[config.mk]
export PLATFORM = sky130hd
export DESIGN_NAME = spi_sensor_sequencer_flat
export DESIGN_NICKNAME = d
export VERILOG_FILES = /design/src/rtl/spi_sensor_sequencer_if.sv /design/src/rtl/spi_sensor_sequencer.sv /design/src/flat_wrapper.sv
export SDC_FILE = /design/constraint.sdc
export NUM_CORES = 1
export LEC_CHECK = 0
export BUFFER_PORTS_ARGS = -buffer_cell sky130_fd_sc_hd__buf_2
export CORE_ASPECT_RATIO = 1.25
export CORE_MARGIN = 5
export CORE_UTILIZATION = 40
export CTS_BUF_LIST = sky130_fd_sc_hd__clkbuf_16
export CTS_CLUSTER_DIAMETER = 50
export DETAILED_ROUTE_END_ITERATION = 10
export PLACE_DENSITY_LB_ADDON = 0.05
export SYNTH_ARGS = -nofsm -noshare
export SYNTH_HDL_FRONTEND = slang
export SYNTH_SLANG_ARGS = --single-unit
[constraint.sdc]
create_clock -name clk -period 10.4 [get_ports clk]
set_input_delay 1.04 -clock clk [delete_from_list [all_inputs] [get_ports clk]]
set_output_delay 1.04 -clock clk [all_outputs]
set_load 0.02 [all_outputs]
[src/rtl/spi_sensor_sequencer_if.sv]
// Host, SPI-engine and result signals of spi_sensor_sequencer.
// master = the sequencer, slave = its surroundings. SEQ_TIMESTAMP_EN adds res_sweep.
interface spi_sensor_sequencer_if;
  logic        enable;
  logic        cfg_req;
  logic [15:0] cfg_cmd;
  logic        cfg_ack;
  logic        cfg_rvalid;
  logic [15:0] cfg_rdata;
  logic        spi_start;
  logic [15:0] spi_cmd;
  logic        spi_busy;
  logic        spi_done;
  logic [15:0] spi_rdata;
  logic        res_valid;
  logic [5:0]  res_ch;
  logic [15:0] res_data;
  logic        sweep_start;
  logic        overrun;
`ifdef SEQ_TIMESTAMP_EN
  logic [31:0] res_sweep;
`endif

  modport master (
    input  enable, cfg_req, cfg_cmd, spi_busy, spi_done, spi_rdata,
    output cfg_ack, cfg_rvalid, cfg_rdata, spi_start, spi_cmd,
           res_valid, res_ch, res_data, sweep_start, overrun
`ifdef SEQ_TIMESTAMP_EN
    , output res_sweep
`endif
  );

  modport slave (
    output enable, cfg_req, cfg_cmd, spi_busy, spi_done, spi_rdata,
    input  cfg_ack, cfg_rvalid, cfg_rdata, spi_start, spi_cmd,
           res_valid, res_ch, res_data, sweep_start, overrun
`ifdef SEQ_TIMESTAMP_EN
    , input res_sweep
`endif
  );
endinterface

[src/rtl/spi_sensor_sequencer.sv]
// Periodic CONVERT sweeps plus host cfg frames over one SPI link; pipelined replies are
// re-aligned to their originating channel/request. SEQ_TIMESTAMP_EN adds res_sweep.
module spi_sensor_sequencer #(
  parameter int          N_CH          = 32,
  parameter int          SAMPLE_PERIOD = 200,
  parameter int          PIPE_DEPTH    = 2,
  parameter logic [15:0] DUMMY_CMD     = 16'hE800
) (
  input  logic clk,
  input  logic reset,
  spi_sensor_sequencer_if.master bus
);
  localparam int CW = $clog2(SAMPLE_PERIOD);
  localparam int FW = 7;
  localparam logic [1:0] S_IDLE = 2'd0, S_ISSUE = 2'd1, S_WAIT = 2'd2, S_DONE = 2'd3;
  localparam logic [1:0] K_NONE = 2'd0, K_CONV = 2'd1, K_CFG = 2'd2, K_DUMMY = 2'd3;

  typedef struct packed {
    logic [1:0] kind;
    logic [5:0] ch;
  } tag_t;

  logic [1:0]    state_q, state_d;
  logic [CW-1:0] cnt_q, cnt_d;
  logic [FW-1:0] frame_q, frame_d, burst_len;
  logic          sweep_q, sweep_d;
  logic [15:0]   cfg_cmd_q, cfg_cmd_d;
  tag_t [PIPE_DEPTH-1:0] pipe_q, pipe_d;
  tag_t          pop_q, pop_d, next_tag;
  logic [15:0]   next_word;
  logic          spi_start_q, spi_start_d;
  logic [15:0]   spi_cmd_q, spi_cmd_d;
  logic          cfg_ack_q, cfg_ack_d, cfg_rvalid_q, cfg_rvalid_d;
  logic [15:0]   cfg_rdata_q, cfg_rdata_d;
  logic          res_valid_q, res_valid_d;
  logic [5:0]    res_ch_q, res_ch_d;
  logic [15:0]   res_data_q, res_data_d;
  logic          sweep_start_q, sweep_start_d, overrun_q, overrun_d;
  logic          trigger;

  assign trigger   = bus.enable && (cnt_q == CW'(SAMPLE_PERIOD - 1));
  assign burst_len = sweep_q ? FW'(N_CH + PIPE_DEPTH) : FW'(1 + PIPE_DEPTH);

  // Frame word and tag for the frame about to be issued.
  always_comb begin
    next_word = DUMMY_CMD;
    next_tag  = '{kind: K_DUMMY, ch: 6'd0};
    if (sweep_q && frame_q < FW'(N_CH)) begin
      next_word = {2'b00, frame_q[5:0], 8'h00};
      next_tag  = '{kind: K_CONV, ch: frame_q[5:0]};
    end else if (!sweep_q && frame_q == '0) begin
      next_word = cfg_cmd_q;
      next_tag  = '{kind: K_CFG, ch: 6'd0};
    end
  end

  always_comb begin
    state_d       = state_q;
    frame_d       = frame_q;
    sweep_d       = sweep_q;
    cfg_cmd_d     = cfg_cmd_q;
    pipe_d        = pipe_q;
    pop_d         = pop_q;
    spi_start_d   = 1'b0;
    spi_cmd_d     = spi_cmd_q;
    cfg_ack_d     = 1'b0;
    cfg_rvalid_d  = 1'b0;
    cfg_rdata_d   = cfg_rdata_q;
    res_valid_d   = 1'b0;
    res_ch_d      = res_ch_q;
    res_data_d    = res_data_q;
    sweep_start_d = 1'b0;
    overrun_d     = overrun_q || (trigger && state_q != S_IDLE);

    if (!bus.enable || cnt_q == CW'(SAMPLE_PERIOD - 1)) cnt_d = '0;
    else                                                cnt_d = cnt_q + CW'(1);

    case (state_q)
      S_IDLE: begin
        if (trigger) begin
          sweep_d = 1'b1;
          frame_d = '0;
          state_d = S_ISSUE;
        end else if (bus.cfg_req) begin
          sweep_d   = 1'b0;
          frame_d   = '0;
          cfg_cmd_d = bus.cfg_cmd;
          cfg_ack_d = 1'b1;
          state_d   = S_ISSUE;
        end
      end
      S_ISSUE: begin
        if (!bus.spi_busy) begin
          spi_start_d   = 1'b1;
          spi_cmd_d     = next_word;
          sweep_start_d = sweep_q && frame_q == '0;
          // The tag falling off the end belongs to the frame whose reply arrives now.
          pop_d         = pipe_q[PIPE_DEPTH-1];
          pipe_d[0]     = next_tag;
          for (int i = 1; i < PIPE_DEPTH; i++) pipe_d[i] = pipe_q[i-1];
          frame_d       = frame_q + FW'(1);
          state_d       = S_WAIT;
        end
      end
      S_WAIT: begin
        if (bus.spi_done) begin
          if (pop_q.kind == K_CONV) begin
            res_valid_d = 1'b1;
            res_ch_d    = pop_q.ch;
            res_data_d  = bus.spi_rdata;
          end else if (pop_q.kind == K_CFG) begin
            cfg_rvalid_d = 1'b1;
            cfg_rdata_d  = bus.spi_rdata;
          end
          state_d = (frame_q < burst_len) ? S_ISSUE : S_DONE;
        end
      end
      default: begin
        pipe_d  = '0;
        pop_d   = '0;
        state_d = S_IDLE;
      end
    endcase
  end

  always_ff @(posedge clk or posedge reset) begin
    if (reset) begin
      state_q       <= S_IDLE;
      cnt_q         <= '0;
      frame_q       <= '0;
      sweep_q       <= 1'b0;
      cfg_cmd_q     <= '0;
      pipe_q        <= '0;
      pop_q         <= '0;
      spi_start_q   <= 1'b0;
      spi_cmd_q     <= '0;
      cfg_ack_q     <= 1'b0;
      cfg_rvalid_q  <= 1'b0;
      cfg_rdata_q   <= '0;
      res_valid_q   <= 1'b0;
      res_ch_q      <= '0;
      res_data_q    <= '0;
      sweep_start_q <= 1'b0;
      overrun_q     <= 1'b0;
    end else begin
      state_q       <= state_d;
      cnt_q         <= cnt_d;
      frame_q       <= frame_d;
      sweep_q       <= sweep_d;
      cfg_cmd_q     <= cfg_cmd_d;
      pipe_q        <= pipe_d;
      pop_q         <= pop_d;
      spi_start_q   <= spi_start_d;
      spi_cmd_q     <= spi_cmd_d;
      cfg_ack_q     <= cfg_ack_d;
      cfg_rvalid_q  <= cfg_rvalid_d;
      cfg_rdata_q   <= cfg_rdata_d;
      res_valid_q   <= res_valid_d;
      res_ch_q      <= res_ch_d;
      res_data_q    <= res_data_d;
      sweep_start_q <= sweep_start_d;
      overrun_q     <= overrun_d;
    end
  end

`ifdef SEQ_TIMESTAMP_EN
  logic [31:0] sweep_cnt_q, sweep_cnt_d;
  assign sweep_cnt_d = sweep_cnt_q + (sweep_start_d ? 32'd1 : 32'd0);
  always_ff @(posedge clk or posedge reset) begin
    if (reset) sweep_cnt_q <= '0;
    else       sweep_cnt_q <= sweep_cnt_d;
  end
  assign bus.res_sweep = sweep_cnt_q;
`endif

  assign bus.spi_start   = spi_start_q;
  assign bus.spi_cmd     = spi_cmd_q;
  assign bus.cfg_ack     = cfg_ack_q;
  assign bus.cfg_rvalid  = cfg_rvalid_q;
  assign bus.cfg_rdata   = cfg_rdata_q;
  assign bus.res_valid   = res_valid_q;
  assign bus.res_ch      = res_ch_q;
  assign bus.res_data    = res_data_q;
  assign bus.sweep_start = sweep_start_q;
  assign bus.overrun     = overrun_q;
endmodule

[src/flat_wrapper.sv]
// flat-port wrapper written by rule: the top's interface ports become plain ports
module spi_sensor_sequencer_flat 
#(
  parameter int          N_CH          = 32,
  parameter int          SAMPLE_PERIOD = 200,
  parameter int          PIPE_DEPTH    = 2,
  parameter logic [15:0] DUMMY_CMD     = 16'hE800
)
  (clk, reset, bus_enable, bus_cfg_req, bus_cfg_cmd, bus_spi_busy, bus_spi_done, bus_spi_rdata, bus_cfg_ack, bus_cfg_rvalid, bus_cfg_rdata, bus_spi_start, bus_spi_cmd, bus_res_valid, bus_res_ch, bus_res_data, bus_sweep_start, bus_overrun);
  spi_sensor_sequencer_if bus_i ();
  input  logic clk;
  input  logic reset;
  input wire logic [$bits(bus_i.enable)-1:0] bus_enable;
  input wire logic [$bits(bus_i.cfg_req)-1:0] bus_cfg_req;
  input wire logic [$bits(bus_i.cfg_cmd)-1:0] bus_cfg_cmd;
  input wire logic [$bits(bus_i.spi_busy)-1:0] bus_spi_busy;
  input wire logic [$bits(bus_i.spi_done)-1:0] bus_spi_done;
  input wire logic [$bits(bus_i.spi_rdata)-1:0] bus_spi_rdata;
  output wire logic [$bits(bus_i.cfg_ack)-1:0] bus_cfg_ack;
  output wire logic [$bits(bus_i.cfg_rvalid)-1:0] bus_cfg_rvalid;
  output wire logic [$bits(bus_i.cfg_rdata)-1:0] bus_cfg_rdata;
  output wire logic [$bits(bus_i.spi_start)-1:0] bus_spi_start;
  output wire logic [$bits(bus_i.spi_cmd)-1:0] bus_spi_cmd;
  output wire logic [$bits(bus_i.res_valid)-1:0] bus_res_valid;
  output wire logic [$bits(bus_i.res_ch)-1:0] bus_res_ch;
  output wire logic [$bits(bus_i.res_data)-1:0] bus_res_data;
  output wire logic [$bits(bus_i.sweep_start)-1:0] bus_sweep_start;
  output wire logic [$bits(bus_i.overrun)-1:0] bus_overrun;
  assign bus_i.enable = bus_enable;
  assign bus_i.cfg_req = bus_cfg_req;
  assign bus_i.cfg_cmd = bus_cfg_cmd;
  assign bus_i.spi_busy = bus_spi_busy;
  assign bus_i.spi_done = bus_spi_done;
  assign bus_i.spi_rdata = bus_spi_rdata;
  assign bus_cfg_ack = bus_i.cfg_ack;
  assign bus_cfg_rvalid = bus_i.cfg_rvalid;
  assign bus_cfg_rdata = bus_i.cfg_rdata;
  assign bus_spi_start = bus_i.spi_start;
  assign bus_spi_cmd = bus_i.spi_cmd;
  assign bus_res_valid = bus_i.res_valid;
  assign bus_res_ch = bus_i.res_ch;
  assign bus_res_data = bus_i.res_data;
  assign bus_sweep_start = bus_i.sweep_start;
  assign bus_overrun = bus_i.overrun;
  spi_sensor_sequencer #(.N_CH(N_CH), .SAMPLE_PERIOD(SAMPLE_PERIOD), .PIPE_DEPTH(PIPE_DEPTH), .DUMMY_CMD(DUMMY_CMD)) u_core (.clk(clk), .reset(reset), .bus(bus_i));
endmodule
==> run summary <==
FLOORPLAN
-------------------------------------------------------------------------------------
Starting density of the core ...........................................        40.8%
Core region area .......................................................    11600 um2
FP Rows ................................................................           44
I/O pin count ..........................................................           98
Overall die height .....................................................       132 um
Overall die area .......................................................    14100 um2
Floorplan die width ....................................................       107 um

PLACED DESIGN
-------------------------------------------------------------------------------------
Area after DPL .........................................................     5340 um2
# port buffers .........................................................           97
DP HPWL ................................................................      6480 um
Placed Instances .......................................................          582
Placer Congestion ......................................................        0.798

WORST HOLD PATH
-------------------------------------------------------------------------------------
Number of cells traversed by the worst hold path .......................            1
Hold Path Sink ......................................................... u_core.cnt_q[0]$_DFF_PP0_
Type of the tightest min-delay check ...................................      reg2reg
Start point of the worst hold path ..................................... u_core.cnt_q[0]$_DFF_PP0_

CLOCKING
-------------------------------------------------------------------------------------
Post-CTS Hold Buffers ..................................................            0
Setup fix buffers added after clock tree synthesis .....................            0
Buffer levels on the longest clock path ................................            2
CTS root buf ........................................................... sky130_fd_sc_hd__clkbuf_16
Post-CTS Resized .......................................................            0
CTS Sinks ..............................................................          118
CTS tree ...............................................................         done
Number of CTS-inserted buffers .........................................           17
Clock-pin slew on the worst setup and hold paths .......................      0.05 ns
Maximum level of the CTS H-tree ........................................            4
Latest clock arrival within the worst-skew pair ........................      0.40 ns

DRT
-------------------------------------------------------------------------------------
Starting DRT DRC Count .................................................          128
Routed WL ..............................................................      9370 um
Antenna-violating nets left ............................................            0
1st-pass router iterations .............................................            4
# DRC ..................................................................            0
Post-detailed-route wirelength per cell ................................      15.3 um
Total via count in the routed design ...................................         2997
Vias per Instance ......................................................         4.88

YOSYS
-------------------------------------------------------------------------------------
Number of synthesized flops with an enable pin .........................            0
Prevailing post-synth register cell .................................... sky130_fd_sc_hd__dfrtp_1
Cell types occupying the most area after synthesis ..................... sky130_fd_sc_hd__dfrtp_1, sky130_fd_sc_hd__mux2_2, sky130_fd_sc_hd__a22o_1
Synthesized area .......................................................     4740 um2
Sequential share of the synthesized area ...............................        62.3%
Unique masters post-synth ..............................................           46
Portion of synthesized cell area occupied by the leading cell type .....        62.3%
Ys Warns ...............................................................            0
Share of async-settable or async-resettable flops after synthesis ......         100%
Net Count, Synth .......................................................          378
Cell taking the most area after synthesis .............................. sky130_fd_sc_hd__dfrtp_1
Synthesis-stage register bit count .....................................          118
Syn avg cell area ......................................................     14.1 um2
Number of cells produced by synthesis ..................................          336

FINISH
-------------------------------------------------------------------------------------
Most used cells in the layout excluding fill and tap cells ............. sky130_fd_sc_hd__dfrtp_1, sky130_fd_sc_hd__buf_2, sky130_fd_sc_hd__mux2_2
Most frequent standard cell in the layout excluding fill and tap cells . sky130_fd_sc_hd__dfrtp_1
Post-synthesis to final-layout area growth .............................        24.1%
Share of final-layout standard cells stronger than drive strength 1 ....        43.3%
Nets ...................................................................          482
Final instance count without filler cells ..............................          614
Antenna Cells ..........................................................            0
Post-route standard cell area excluding fillers ........................     5880 um2

TIMING
-------------------------------------------------------------------------------------
Max Freq ...............................................................      386 MHz
Worst Clk Skew .........................................................   0.00984 ns
Final Cycle Share ......................................................        24.9%
Smallest hold slack ....................................................     0.461 ns
Sum of negative setup slack ............................................         0 ns
Count of final max-slew check failures .................................            0
Unrepaired setup endpoints after global routing ........................           no
Relative max-transition margin .........................................        37.2%
Worst-margin pin slew ..................................................     0.943 ns
Setup violations, final ................................................            0
Minimum clock period ...................................................      2.59 ns
Number of hold violations in the final report ..........................            0

WORST SETUP PATH
-------------------------------------------------------------------------------------
Endpoint of the worst register-to-register path ........................ u_core.bus.spi_cmd[8]$_DFFE_PP0P_
Data required time of the critical path ................................     10.73 ns
Category of the worst setup path launch point .......................... primary input
Element type at the critical path end ..................................         flop
Data arrival time of the critical path .................................      2.92 ns
Register-to-register path setup slack ..................................      7.96 ns
Category of the critical setup timing path .............................       in2reg
Worst reg-to-reg path cell count .......................................            3
Critical path peak fanout ..............................................           24
Start of the worst register-to-register path ........................... u_core.state_q[1]$_DFFE_PP0P_

POWER AND IR DROP
-------------------------------------------------------------------------------------
Sequential share of power ..............................................        40.7%
Internal cell power ....................................................      1.13 mW
IR drop worst, VDD .....................................................   0.000140 V
Switching power of the nets ............................................       559 uW
Clk pwr share ..........................................................        31.0%
Ratio of total power to cell area ......................................   287 nW/um2
Logic pwr share ........................................................        28.3%
Pleak ..................................................................      3.04 nW
Switching power as a share of total power ..............................        33.1%

GLOBAL ROUTING
-------------------------------------------------------------------------------------
Largest net degree at the start of global routing ......................           78
Total track usage ......................................................        14.2%
Number of antenna violations at the first check in global routing ......            0
Vias in the first global route .........................................         3179
Global route total overflow ............................................            0
Wire length of the first global-routing pass ...........................     15900 um

RUN
-------------------------------------------------------------------------------------
Maximum capacitance violations .........................................            0

STATUS
-------------------------------------------------------------------------------------
Status ................................................................. finished, final reports clean

logic make-up (layout without fill, tap and decap cells):
group / count (synthesis) / count (layout) / synth area share (%)
xor gates and xnor gates: 6 / 6 / 1.11
adders and majority gates: 4 / 4 / 1.06
and+or+nand+nor: 70 / 70 / 8.35
AOI/OAI and AO/OA: 58 / 58 / 9.75
buffers and inverters: 22 / 139 / 3.01
DFF: 118 / 118 / 62.3
muxes: 58 / 58 / 14.4
critical path, stage by stage:
cell,delay (ns)
sky130_fd_sc_hd__buf_2,0.15
sky130_fd_sc_hd__or3b_1,0.71
sky130_fd_sc_hd__nor2_1,0.76
sky130_fd_sc_hd__a221o_1,0.26
worst max path at each step:
stage / to / cells past startpoint / startpoint
2_1_floorplan: u_core.bus.cfg_ack$_DFF_PP0_ / 1 / reset
3_3_place_gp: u_core.frame_q[6]$_DFFE_PP0P_ / 6 / bus_spi_busy
3_5_place_dp: u_core.bus.spi_cmd[10]$_DFFE_PP0P_ / 4 / bus_spi_busy
4_1_cts: u_core.bus.spi_cmd[8]$_DFFE_PP0P_ / 4 / bus_spi_busy
5_1_grt: u_core.bus.spi_cmd[9]$_DFFE_PP0P_ / 4 / bus_spi_busy
6_report: u_core.bus.spi_cmd[8]$_DFFE_PP0P_ / 4 / bus_spi_busy
power groups by stage:
stage | registers, mW | logic [mW] | clock network (mW)
detailed placement | 0.694 | 0.486 | 0
global placement | 0.694 | 0.476 | 0
floorplan | 0.773 | 0.256 | 0
global route | 0.706 | 0.521 | 0.562
CTS | 0.688 | 0.487 | 0.538
finish | 0.686 | 0.478 | 0.523
cells in the mapped netlist, types with 2 or more instances:
cell type and count:
sky130_fd_sc_hd__a21o_1 5, sky130_fd_sc_hd__a21o_2 2, sky130_fd_sc_hd__a21oi_1 2, sky130_fd_sc_hd__a221o_1 4, sky130_fd_sc_hd__a22o_1 26, sky130_fd_sc_hd__and2_1 6
sky130_fd_sc_hd__and3_1 3, sky130_fd_sc_hd__buf_2 2, sky130_fd_sc_hd__buf_4 5, sky130_fd_sc_hd__buf_6 3, sky130_fd_sc_hd__clkbuf_1 4, sky130_fd_sc_hd__dfrtp_1 118
sky130_fd_sc_hd__ha_1 4, sky130_fd_sc_hd__inv_1 5, sky130_fd_sc_hd__inv_2 2, sky130_fd_sc_hd__mux2_2 45, sky130_fd_sc_hd__mux2_4 9, sky130_fd_sc_hd__mux2i_1 4
sky130_fd_sc_hd__nand2_1 16, sky130_fd_sc_hd__nand3_1 8, sky130_fd_sc_hd__nor2_1 19, sky130_fd_sc_hd__nor3_1 6, sky130_fd_sc_hd__o21ai_0 7, sky130_fd_sc_hd__o2bb2ai_1 5
sky130_fd_sc_hd__xnor2_1 3, sky130_fd_sc_hd__xor2_1 3
per-stage QoR:
stage | power (mW) | util (%) | worst slack (ns)
after detailed placement | 1.18 | 46.0 | 7.36
after CTS | 1.71 | 50.6 | 7.79
final | 1.69 | 50.6 | 7.81
after global routing | 1.79 | 50.6 | 7.63
after floorplan | 1.03 | - | 6.23
after global placement | 1.17 | 46.0 | 7.44
flip-flops by register name (all words and copies together), names as in the netlist:
register and count:
u_core.state_q 2, u_core.bus.overrun 1, u_core.bus.spi_start 1, u_core.bus.sweep_start 1
u_core.cfg_cmd_q 16, u_core.bus.res_data 16, u_core.pop_q 8, u_core.sweep_q 1
u_core.bus.cfg_rdata 16, u_core.frame_q 7, u_core.bus.res_ch 6, u_core.bus.cfg_ack 1
u_core.bus.spi_cmd 16, u_core.pipe_q 16, u_core.bus.res_valid 1, u_core.bus.cfg_rvalid 1
u_core.cnt_q 8
area by class of cell:
cell class	instances	area (um2)
clock buffer	17	425
fill	1038	5740
multi-input combinational	196	1650
sequential	118	2950
clock inverter	15	115
timing repair buffer	100	508
inverter	7	28.8
tap	161	201
metal layers:
| layer | track usage (%) | wire length, um | vias to the layer above |
|---|---|---|---|
| met5 | 0 | 0 | - |
| met4 | 5.12 | 135 | 0 |
| met3 | 5.10 | 609 | 10 |
| met2 | 21.5 | 4320 | 97 |
| met1 | 18.6 | 4310 | 1474 |
| li1 | - | - | 1416 |
No activity file was read; power rests on OpenSTA's default activity.
